==> src/rtl/operand_fetch.sv <==
// PDP-11 style operand fetch sequencer: resolves one source operand for
// addressing modes 0-7 against an external register file and a stallable memory port.
module operand_fetch (
    input  logic        clk,
    input  logic        reset,
    input  logic        start,
    input  logic [2:0]  mode,
    input  logic [2:0]  rn,
    output logic        busy,
    output logic        done,
    output logic        is_reg,
    output logic [15:0] operand,
    output logic [15:0] ea,
    output logic [2:0]  sela,
    output logic [2:0]  selb,
    output logic        we,
    output logic [15:0] w,
    input  logic [15:0] b,
    output logic [15:0] mem_addr,
    output logic        mem_rd,
    input  logic        mem_rdy,
    input  logic [15:0] mem_din
);

    typedef enum logic [2:0] {
        S_IDLE,
        S_EA,
        S_IDX,
        S_IDXADD,
        S_DEF,
        S_RD,
        S_DONE
    } state_e;

    localparam logic [2:0]  PC_REG = 3'd7;
    localparam logic [15:0] WORD   = 16'd2;

    state_e      state_q, state_d;
    logic [2:0]  mode_q, mode_d;
    logic [2:0]  rn_q, rn_d;
    logic [15:0] x_q, x_d;
    logic [15:0] operand_q, operand_d;
    logic [15:0] ea_q, ea_d;
    logic        is_reg_q, is_reg_d;
    logic        we_raw;
    logic [15:0] w_raw;

    // NOTE: sequential state uses non-blocking assignments only, so every
    // register samples the pre-edge value of every other register.
    always_ff @(posedge clk) begin
        if (reset) begin
            state_q   <= S_IDLE;
            mode_q    <= '0;
            rn_q      <= '0;
            x_q       <= '0;
            operand_q <= '0;
            ea_q      <= '0;
            is_reg_q  <= 1'b0;
        end else begin
            state_q   <= state_d;
            mode_q    <= mode_d;
            rn_q      <= rn_d;
            x_q       <= x_d;
            operand_q <= operand_d;
            ea_q      <= ea_d;
            is_reg_q  <= is_reg_d;
        end
    end

    // NOTE: every output of this block gets a default before the case so
    // that no path leaves a signal unassigned and no latch is inferred.
    always_comb begin
        state_d   = state_q;
        mode_d    = mode_q;
        rn_d      = rn_q;
        x_d       = x_q;
        operand_d = operand_q;
        ea_d      = ea_q;
        is_reg_d  = is_reg_q;
        we_raw    = 1'b0;
        w_raw     = '0;
        mem_rd    = 1'b0;
        mem_addr  = '0;
        done      = 1'b0;
        selb      = (state_q == S_IDX) ? PC_REG : rn_q;

        case (state_q)
            S_IDLE: begin
                if (start) begin
                    mode_d   = mode;
                    rn_d     = rn;
                    is_reg_d = 1'b0;
                    state_d  = S_EA;
                end
            end
            S_EA: begin
                case (mode_q)
                    3'd0: begin
                        operand_d = b;
                        ea_d      = '0;
                        is_reg_d  = 1'b1;
                        state_d   = S_DONE;
                    end
                    3'd1: begin
                        ea_d    = b;
                        state_d = S_RD;
                    end
                    3'd2, 3'd3: begin
                        ea_d    = b;
                        we_raw  = 1'b1;
                        w_raw   = b + WORD;
                        state_d = (mode_q == 3'd2) ? S_RD : S_DEF;
                    end
                    3'd4, 3'd5: begin
                        ea_d    = b - WORD;
                        we_raw  = 1'b1;
                        w_raw   = b - WORD;
                        state_d = (mode_q == 3'd4) ? S_RD : S_DEF;
                    end
                    default: state_d = S_IDX;
                endcase
            end
            S_IDX: begin
                mem_addr = b;
                mem_rd   = 1'b1;
                if (mem_rdy) begin
                    x_d     = mem_din;
                    we_raw  = 1'b1;
                    w_raw   = b + WORD;
                    state_d = S_IDXADD;
                end
            end
            S_IDXADD: begin
                // b already reflects the PC bump written on leaving IDX.
                ea_d    = b + x_q;
                state_d = (mode_q == 3'd6) ? S_RD : S_DEF;
            end
            S_DEF: begin
                mem_addr = ea_q;
                mem_rd   = 1'b1;
                if (mem_rdy) begin
                    ea_d    = mem_din;
                    state_d = S_RD;
                end
            end
            S_RD: begin
                mem_addr = ea_q;
                mem_rd   = 1'b1;
                if (mem_rdy) begin
                    operand_d = mem_din;
                    state_d   = S_DONE;
                end
            end
            S_DONE: begin
                done    = 1'b1;
                state_d = S_IDLE;
            end
            default: state_d = S_IDLE;
        endcase
    end

    // Reset suppresses the register-file write combinationally, in the same cycle.
    assign we      = we_raw & ~reset;
    assign w       = we ? w_raw : '0;
    assign sela    = selb;
    assign busy    = (state_q != S_IDLE);
    assign is_reg  = is_reg_q;
    assign operand = operand_q;
    assign ea      = ea_q;

endmodule

==> config.mk <==
export PLATFORM = sky130hd
export DESIGN_NAME = operand_fetch
export DESIGN_NICKNAME = d
export VERILOG_FILES = /design/src/rtl/operand_fetch.sv
export SDC_FILE = /design/constraint.sdc
export NUM_CORES = 1
export LEC_CHECK = 0
export BUFFER_PORTS_ARGS = -buffer_cell sky130_fd_sc_hd__buf_2
export CORE_MARGIN = 4
export CORE_UTILIZATION = 30
export DETAILED_ROUTE_END_ITERATION = 8
export HOLD_SLACK_MARGIN = 0.05
export SYNTH_ARGS = -nofsm -noshare
export SYNTH_HDL_FRONTEND = slang
export SYNTH_SLANG_ARGS = --single-unit
export TNS_END_PERCENT = 10
==> constraint.sdc <==
create_clock -name clk -period 2.7 [get_ports clk]
set_input_delay 0.27 -clock clk [delete_from_list [all_inputs] [get_ports clk]]
set_output_delay 0.27 -clock clk [all_outputs]
set_load 0.05 [all_outputs]
==> results of run 1 <==
[Yosys cell counts, types with 7 or more instances]
| master | count |
|---|---|
| nand2_1 | 83 |
| nor2_1 | 83 |
| dfxtp_1 | 58 |
| a21oi_1 | 53 |
| clkbuf_1 | 53 |
| o21ai_0 | 29 |
| nand3_1 | 27 |
| nor3_1 | 21 |
| a311oi_1 | 19 |
| a211oi_1 | 17 |
| ha_1 | 17 |
| a22o_1 | 16 |
| a22oi_1 | 11 |
| a221oi_1 | 10 |
| o22ai_1 | 10 |
| a21o_1 | 8 |
| inv_1 | 8 |
| or2_2 | 8 |
| nor2b_1 | 7 |
[power groups by stage]
stage / clock network, mW / logic, mW / registers [mW]
after global routing: 1.31 / 3.83 / 1.33
after detailed placement: 0 / 3.54 / 1.31
after floorplan: 0 / 2.02 / 1.96
after CTS: 1.27 / 3.56 / 1.29
final: 1.26 / 3.57 / 1.30
after global placement: 0 / 3.54 / 1.30
[stage by stage]
| stage | std cells | hold WS [ns] |
|---|---|---|
| after floorplan | 635 | 0.4060 |
| after global placement | 928 | 0.4476 |
| after detailed placement | 928 | 0.4540 |
| after CTS | 944 | 0.1700 |
| after global routing | 944 | 0.1978 |
| final | 944 | 0.1688 |
[worst min path at each step]
stage | start | endpoint | cells after the start
2_1_floorplan | mem_din[0] | x_q[0] | 2
3_3_place_gp | x_q[9] | x_q[9] | 2
3_5_place_dp | x_q[9] | x_q[9] | 2
4_1_cts | rn[1] | rn_q[1] | 3
5_1_grt | rn[1] | rn_q[1] | 3
6_report | rn[1] | rn_q[1] | 3
[repair_timing]
action	CTS	global route
cloned	0	0
pin swaps	0	0
hold buffers	0	0
resized for setup	3	14
endpoints found under the setup margin	3	12
hold endpoints to repair	0	0
[cell families after synthesis]
| kind of cell | after synthesis |
|---|---|
| AOI/OAI and AO/OA | 207 |
| muxes | 6 |
| xor gates and xnor gates | 12 |
| DFF | 58 |
| and+or+nand+nor | 265 |
| buffers and inverters | 69 |
| adders and majority gates | 18 |
[cell usage in the layout, fill, tap and decap left out, types with 8 or more instances in the layout]
cell	Yosys	routed
dfxtp_1	58	57
ha_1	17	17
nor2_1	83	82
a311oi_1	19	18
buf_2	1	109
o21ai_0	29	29
a21oi_1	53	53
or2_2	8	8
a21o_1	8	8
a221oi_1	10	10
nor3_1	21	20
a22o_1	16	16
a211oi_1	17	13
nand3_1	27	27
inv_1	8	8
nand2_1	83	83
clkbuf_16	0	9
o22ai_1	10	9
a22oi_1	11	11
buf_4	3	59
[per-layer routing]
metal | routed length, um | share of wire (%) | global-route usage (%) | up-vias
li1 | - | - | - | 2575
met4 | 308 | 1.8 | 7.441 | 4
met2 | 7568 | 45 | 29.15 | 225
met5 | 21 | 0.12 | 0 | -
met3 | 1464 | 8.6 | 3.984 | 24
met1 | 7607 | 45 | 27.69 | 2403
[area by class of cell]
class,instances,area (um2),area share [%]
multi-input combinational,508,3131,53.23
clock inverter,5,77.57,1.319
clock buffer,11,242.7,4.128
tap,184,230.2,3.915
sequential,58,1162,19.77
inverter,8,30.03,0.5106
timing repair buffer,170,1007,17.13
[critical path: stages]
cell and delay [ns]:
buf_2 0.10, or3_4 0.39, or4_4 0.46, nand2b_4 0.17
or3_4 0.35, o22ai_2 0.16, nor2_2 0.06, a211oi_4 0.21
buf_6 0.19
==> out/summary.txt, run 1 <==
Hold crit path type: in2reg
# IOs: 117
GPL Wtd Cong: 0.8878
Post-Synth XOR/XNOR Area: 2.332%
Syn Nets: 695
Synth warn: 0
Fraction of layout cells with a size suffix above 1: 29.21%
Largest family of logic cells by synthesized area: compound AO/OA/AOI/OAI gates
Adder-Cell Fraction of Synth Area: 5.164%
Nets: 815
Clk Latency, worst-skew pair: 0.34 ns
Tot Pwr: 6.122 mW
Synth-to-layout area growth: 30.48%
First-pass GRT wire length: 25.72 mm
Routed WL: 16.97 mm
Fillcell total: 1542
CTS root buffer: clkbuf_16
Std-Cell Rows: 44
Hold Vio Cnt, Final: 0
Tmin final: 2.638 ns
Die W: 130.6 um
Total track usage: 19.54%
Static Leak: 2.503 nW
Crit. End Element: output pin
DRC Markers: 0
Psw: 3.168 mW
Vias/cell: 5.541
Crit Path Max Fanout: 4
Die footprint: 17050 um2
Pre-CTS setup slack: -0.03544 ns
Synth area leader: dfxtp_1
Post-Synth Simple-Gate Area: 27.35%
Top post-synthesis cells by area: dfxtp_1 26%, nand2_1 6.9%, nor2_1 6.9%
Syn_area_per_cell: 7.097 um2
EDFF count, synth: 0
Synth top area share: 25.76%
WP data required: 2.43 ns
PnR worst setup slack: 0.06192 ns
Core Util, Final: 40.16%
Outcome: completed
Clock buffer depth: 2
Ys flop type: dfxtp_1
Worst slew pin tran: 0.8464 ns
Diodes inserted: 0
Int Power: 2.954 mW
Clock skew: 0.01059 ns
Post-detail-place hpwl: 12.95 mm
Grt total ovfl: 0
Mapped Cells: 635
Synth cell types: 59
Kind of critical path: in2out
Slew HR: 43.57%
CP arrival: 2.37 ns
Final-report setup violation count: 0
Sink Count: 58
Initial antenna violation count: 2
Reg-to-reg endpoint: ea[8]
Flops & latches, synth: 58
Sw Share: 51.75%
Core Area: 14640 um2
DIE HEIGHT: 130.6 um
FF-to-FF path depth: 9
FF-to-FF Start: x_q[0]
Final slew viol count: 0
CP Launch Type: primary input
Drt wl/cell: 17.98 um
Post-CTS setup buffers: 0
Initial core utilization: 30.78%
RSZ-0062 raised after global routing: true
Via count of the routed design: 5231
Largest net degree at the start of global routing: 38
Post-DRT Antenna Nets: 0
Critical Path End: w[15]
Total iterations of the first detailed-routing run: 5
Post-synthesis sequential area ratio: 25.76%
Logic gate share of total power: 58.3%
PD cells: 1041 nW/um2
Asr flop ratio synth: 0%
Post-synthesis compound-gate area fraction: 31.79%
Layout Cell Area excl Fill: 5881 um2
Post-DP Area: 5518 um2
Crit. Startpoint: b[9]
Vias in the first global route: 4694
Fmax: 0.3791 GHz
CTS tree: done
Clock network power share: 20.5%
Number of CTS-inserted buffers: 9
Setup Total Neg Slack: 0 ns
Max rail drop VDD: 0.0003881 V
Fin crit share: 97.71%
FF-to-FF setup slack: 0.30 ns
H-tree depth: 3
Reg power frac: 21.2%
Iteration-0 DRC Markers: 604
Cell area after synthesis: 4507 um2
Port buffer count: 116
Mux cell area share after synthesis: 1.333%
Reg clk slew, reported paths: 0.05 ns
Max-cap violation count: 0
Power figures use the tool's default switching activity.
==> run 2, diff against run 1 <==
--- a/config.mk
+++ b/config.mk
@@ -8,6 +8,7 @@
 export BUFFER_PORTS_ARGS = -buffer_cell sky130_fd_sc_hd__buf_2
 export CORE_MARGIN = 4
 export CORE_UTILIZATION = 30
+export CTS_CLUSTER_SIZE = 28
 export DETAILED_ROUTE_END_ITERATION = 8
 export HOLD_SLACK_MARGIN = 0.05
 export SYNTH_ARGS = -nofsm -noshare
==> constraint.sdc (replaced) <==
create_clock -name clk -period 3.4 [get_ports clk]
set_input_delay 0.34 -clock clk [delete_from_list [all_inputs] [get_ports clk]]
set_output_delay 0.34 -clock clk [all_outputs]
set_load 0.05 [all_outputs]
==> out/summary.txt, run 2 (synthesis gave the netlist of run 1 again) <==
Fmax: 0.3306 GHz
Via count of the routed design: 5074
Total iterations of the first detailed-routing run: 5
Crit. End Element: output pin
Port buffer count: 116
Hold Slack: 0.2452 ns
Clk Latency, worst-skew pair: 0.33 ns
Diodes inserted: 0
Core Area: 14640 um2
Hold crit path type: in2reg
Synth-to-layout area growth: 23.35%
Iteration-0 DRC Markers: 464
Outcome: completed
Vias in the first global route: 4703
Reg clk slew, reported paths: 0.05 ns
Tmin final: 3.025 ns
Sink Count: 58
Drt wl/cell: 18.10 um
Max-cap violation count: 0
Initial antenna violation count: 0
RSZ-0062 raised after global routing: false
Tot Pwr: 4.722 mW
Die W: 130.6 um
DIE HEIGHT: 130.6 um
PD cells: 849.4 nW/um2
Hold Vio Cnt, Final: 0
WP data required: 3.06 ns
Number of CTS-inserted buffers: 9
Grt total ovfl: 0
CP peak stage delay: 0.46 ns
Max rail drop VDD: 0.0002945 V
Post-detail-place hpwl: 12.61 mm
Cell family with most CP delay: simple AND/OR/NAND/NOR gates
Critical-path top delay cell: or3b_1
Final slew viol count: 0
Clock skew: 0.004188 ns
CP Launch Type: primary input
Worst slew pin tran: 0.7415 ns
Most frequent cell on the critical path: buf_2
Fraction of layout cells with a size suffix above 1: 24.93%
First-pass GRT wire length: 25.37 mm
Final-report setup violation count: 0
Crit-path cells: buf_2, inv_1, ha_1, or3b_1, nor3_2, nand2b_4, or3_4, o22ai_1, nor2_1, a211oi_2, buf_2
Clock buffer depth: 2
Buffers & Inverters on Critical Path: 3
H-tree depth: 3
Largest net degree at the start of global routing: 36
Fin crit share: 88.98%
Most common cell after layout, fill and taps aside: buf_2
Number of gates resized after cts: 0
Crit Path Max Fanout: 9
Slew HR: 50.45%
CP arrival: 2.69 ns
CTS tree: done
Initial core utilization: 30.78%
GPL Wtd Cong: 0.9141
Nets: 786
Die footprint: 17050 um2
Commonest cells after routing, fill and taps aside: 116 x buf_2, 83 x nand2_1, 83 x nor2_1
Kind of critical path: in2out
Total track usage: 19.04%
DRC Markers: 0
Post-CTS setup buffers: 0
Routed WL: 16.54 mm
Std-Cell Rows: 44
Static Leak: 2.347 nW
Hold Buf Count CTS: 0
Post-DRT Antenna Nets: 0
Vias/cell: 5.551
CTS root buffer: clkbuf_16
# IOs: 117
[run 2: changes by cell type in the layout (fill, tap and decap cells not counted), moves of 3 or more]
cell / delta
buf_4: -34
a211oi_2: -3
a211oi_1: +4
buf_2: +7
[run 2: worst paths after layout]
check,startpoint,slack [ns],depth (start not counted),endpoint
max reg2reg,x_q[0],0.93,9,ea[8]
min,rn[0],0.25,3,rn_q[0]
max,b[2],0.37,11,w[15]
min reg2reg,x_q[9],0.46,2,x_q[9]
[run 2: routing by layer]
| metal | global-route usage, % | up-vias | wire length (um) |
|---|---|---|---|
| li1 | - | 2512 | - |
| met1 | 26.82 | 2364 | 7613 |
| met2 | 29.24 | 178 | 7332 |
| met3 | 3.943 | 20 | 1347 |
| met4 | 5.868 | 0 | 249 |
| met5 | 0 | - | 0 |
[run 2: cell type report]
| type | instances | area, um2 |
|---|---|---|
| fillers | 1604 | 9085 |
| multi-input cells | 508 | 3083 |
| flip-flops and latches | 58 | 1161 |
| repair buffers | 141 | 768.2 |
| clock buffers | 12 | 246.5 |
| well taps | 184 | 230.2 |
| clock inverters | 3 | 40.04 |
| inverters | 8 | 30.03 |
[run 2: metrics by stage]
| stage | setup WS (ns) | util [%] | TNS [ns] | instance area [um2] | std cells |
|---|---|---|---|---|---|
| 2_1_floorplan | -0.03613 | - | -0.04651 | 4513 | 635 |
| 3_3_place_gp | 0.4085 | 36.00 | 0 | 5273 | 899 |
| 3_5_place_dp | 0.4000 | 36.00 | 0 | 5273 | 899 |
| 4_1_cts | 0.3824 | 37.96 | 0 | 5559 | 914 |
| 5_1_grt | 0.2254 | 37.96 | 0 | 5559 | 914 |
| 6_report | 0.3748 | 37.96 | 0 | 5559 | 914 |
[run 2: worst min-delay path, cell delays in order]
cell and delay [ns]:
buf_2 0.08, mux2i_1 0.05, nor2_1 0.07
[run 2: power breakdown]
part           switching [mW]  total (mW)  internal (mW)
Combinational            2.00        2.76          0.764
Sequential              0.171        1.06          0.886
Clock                   0.321       0.901          0.580
Total                    2.49        4.72           2.23
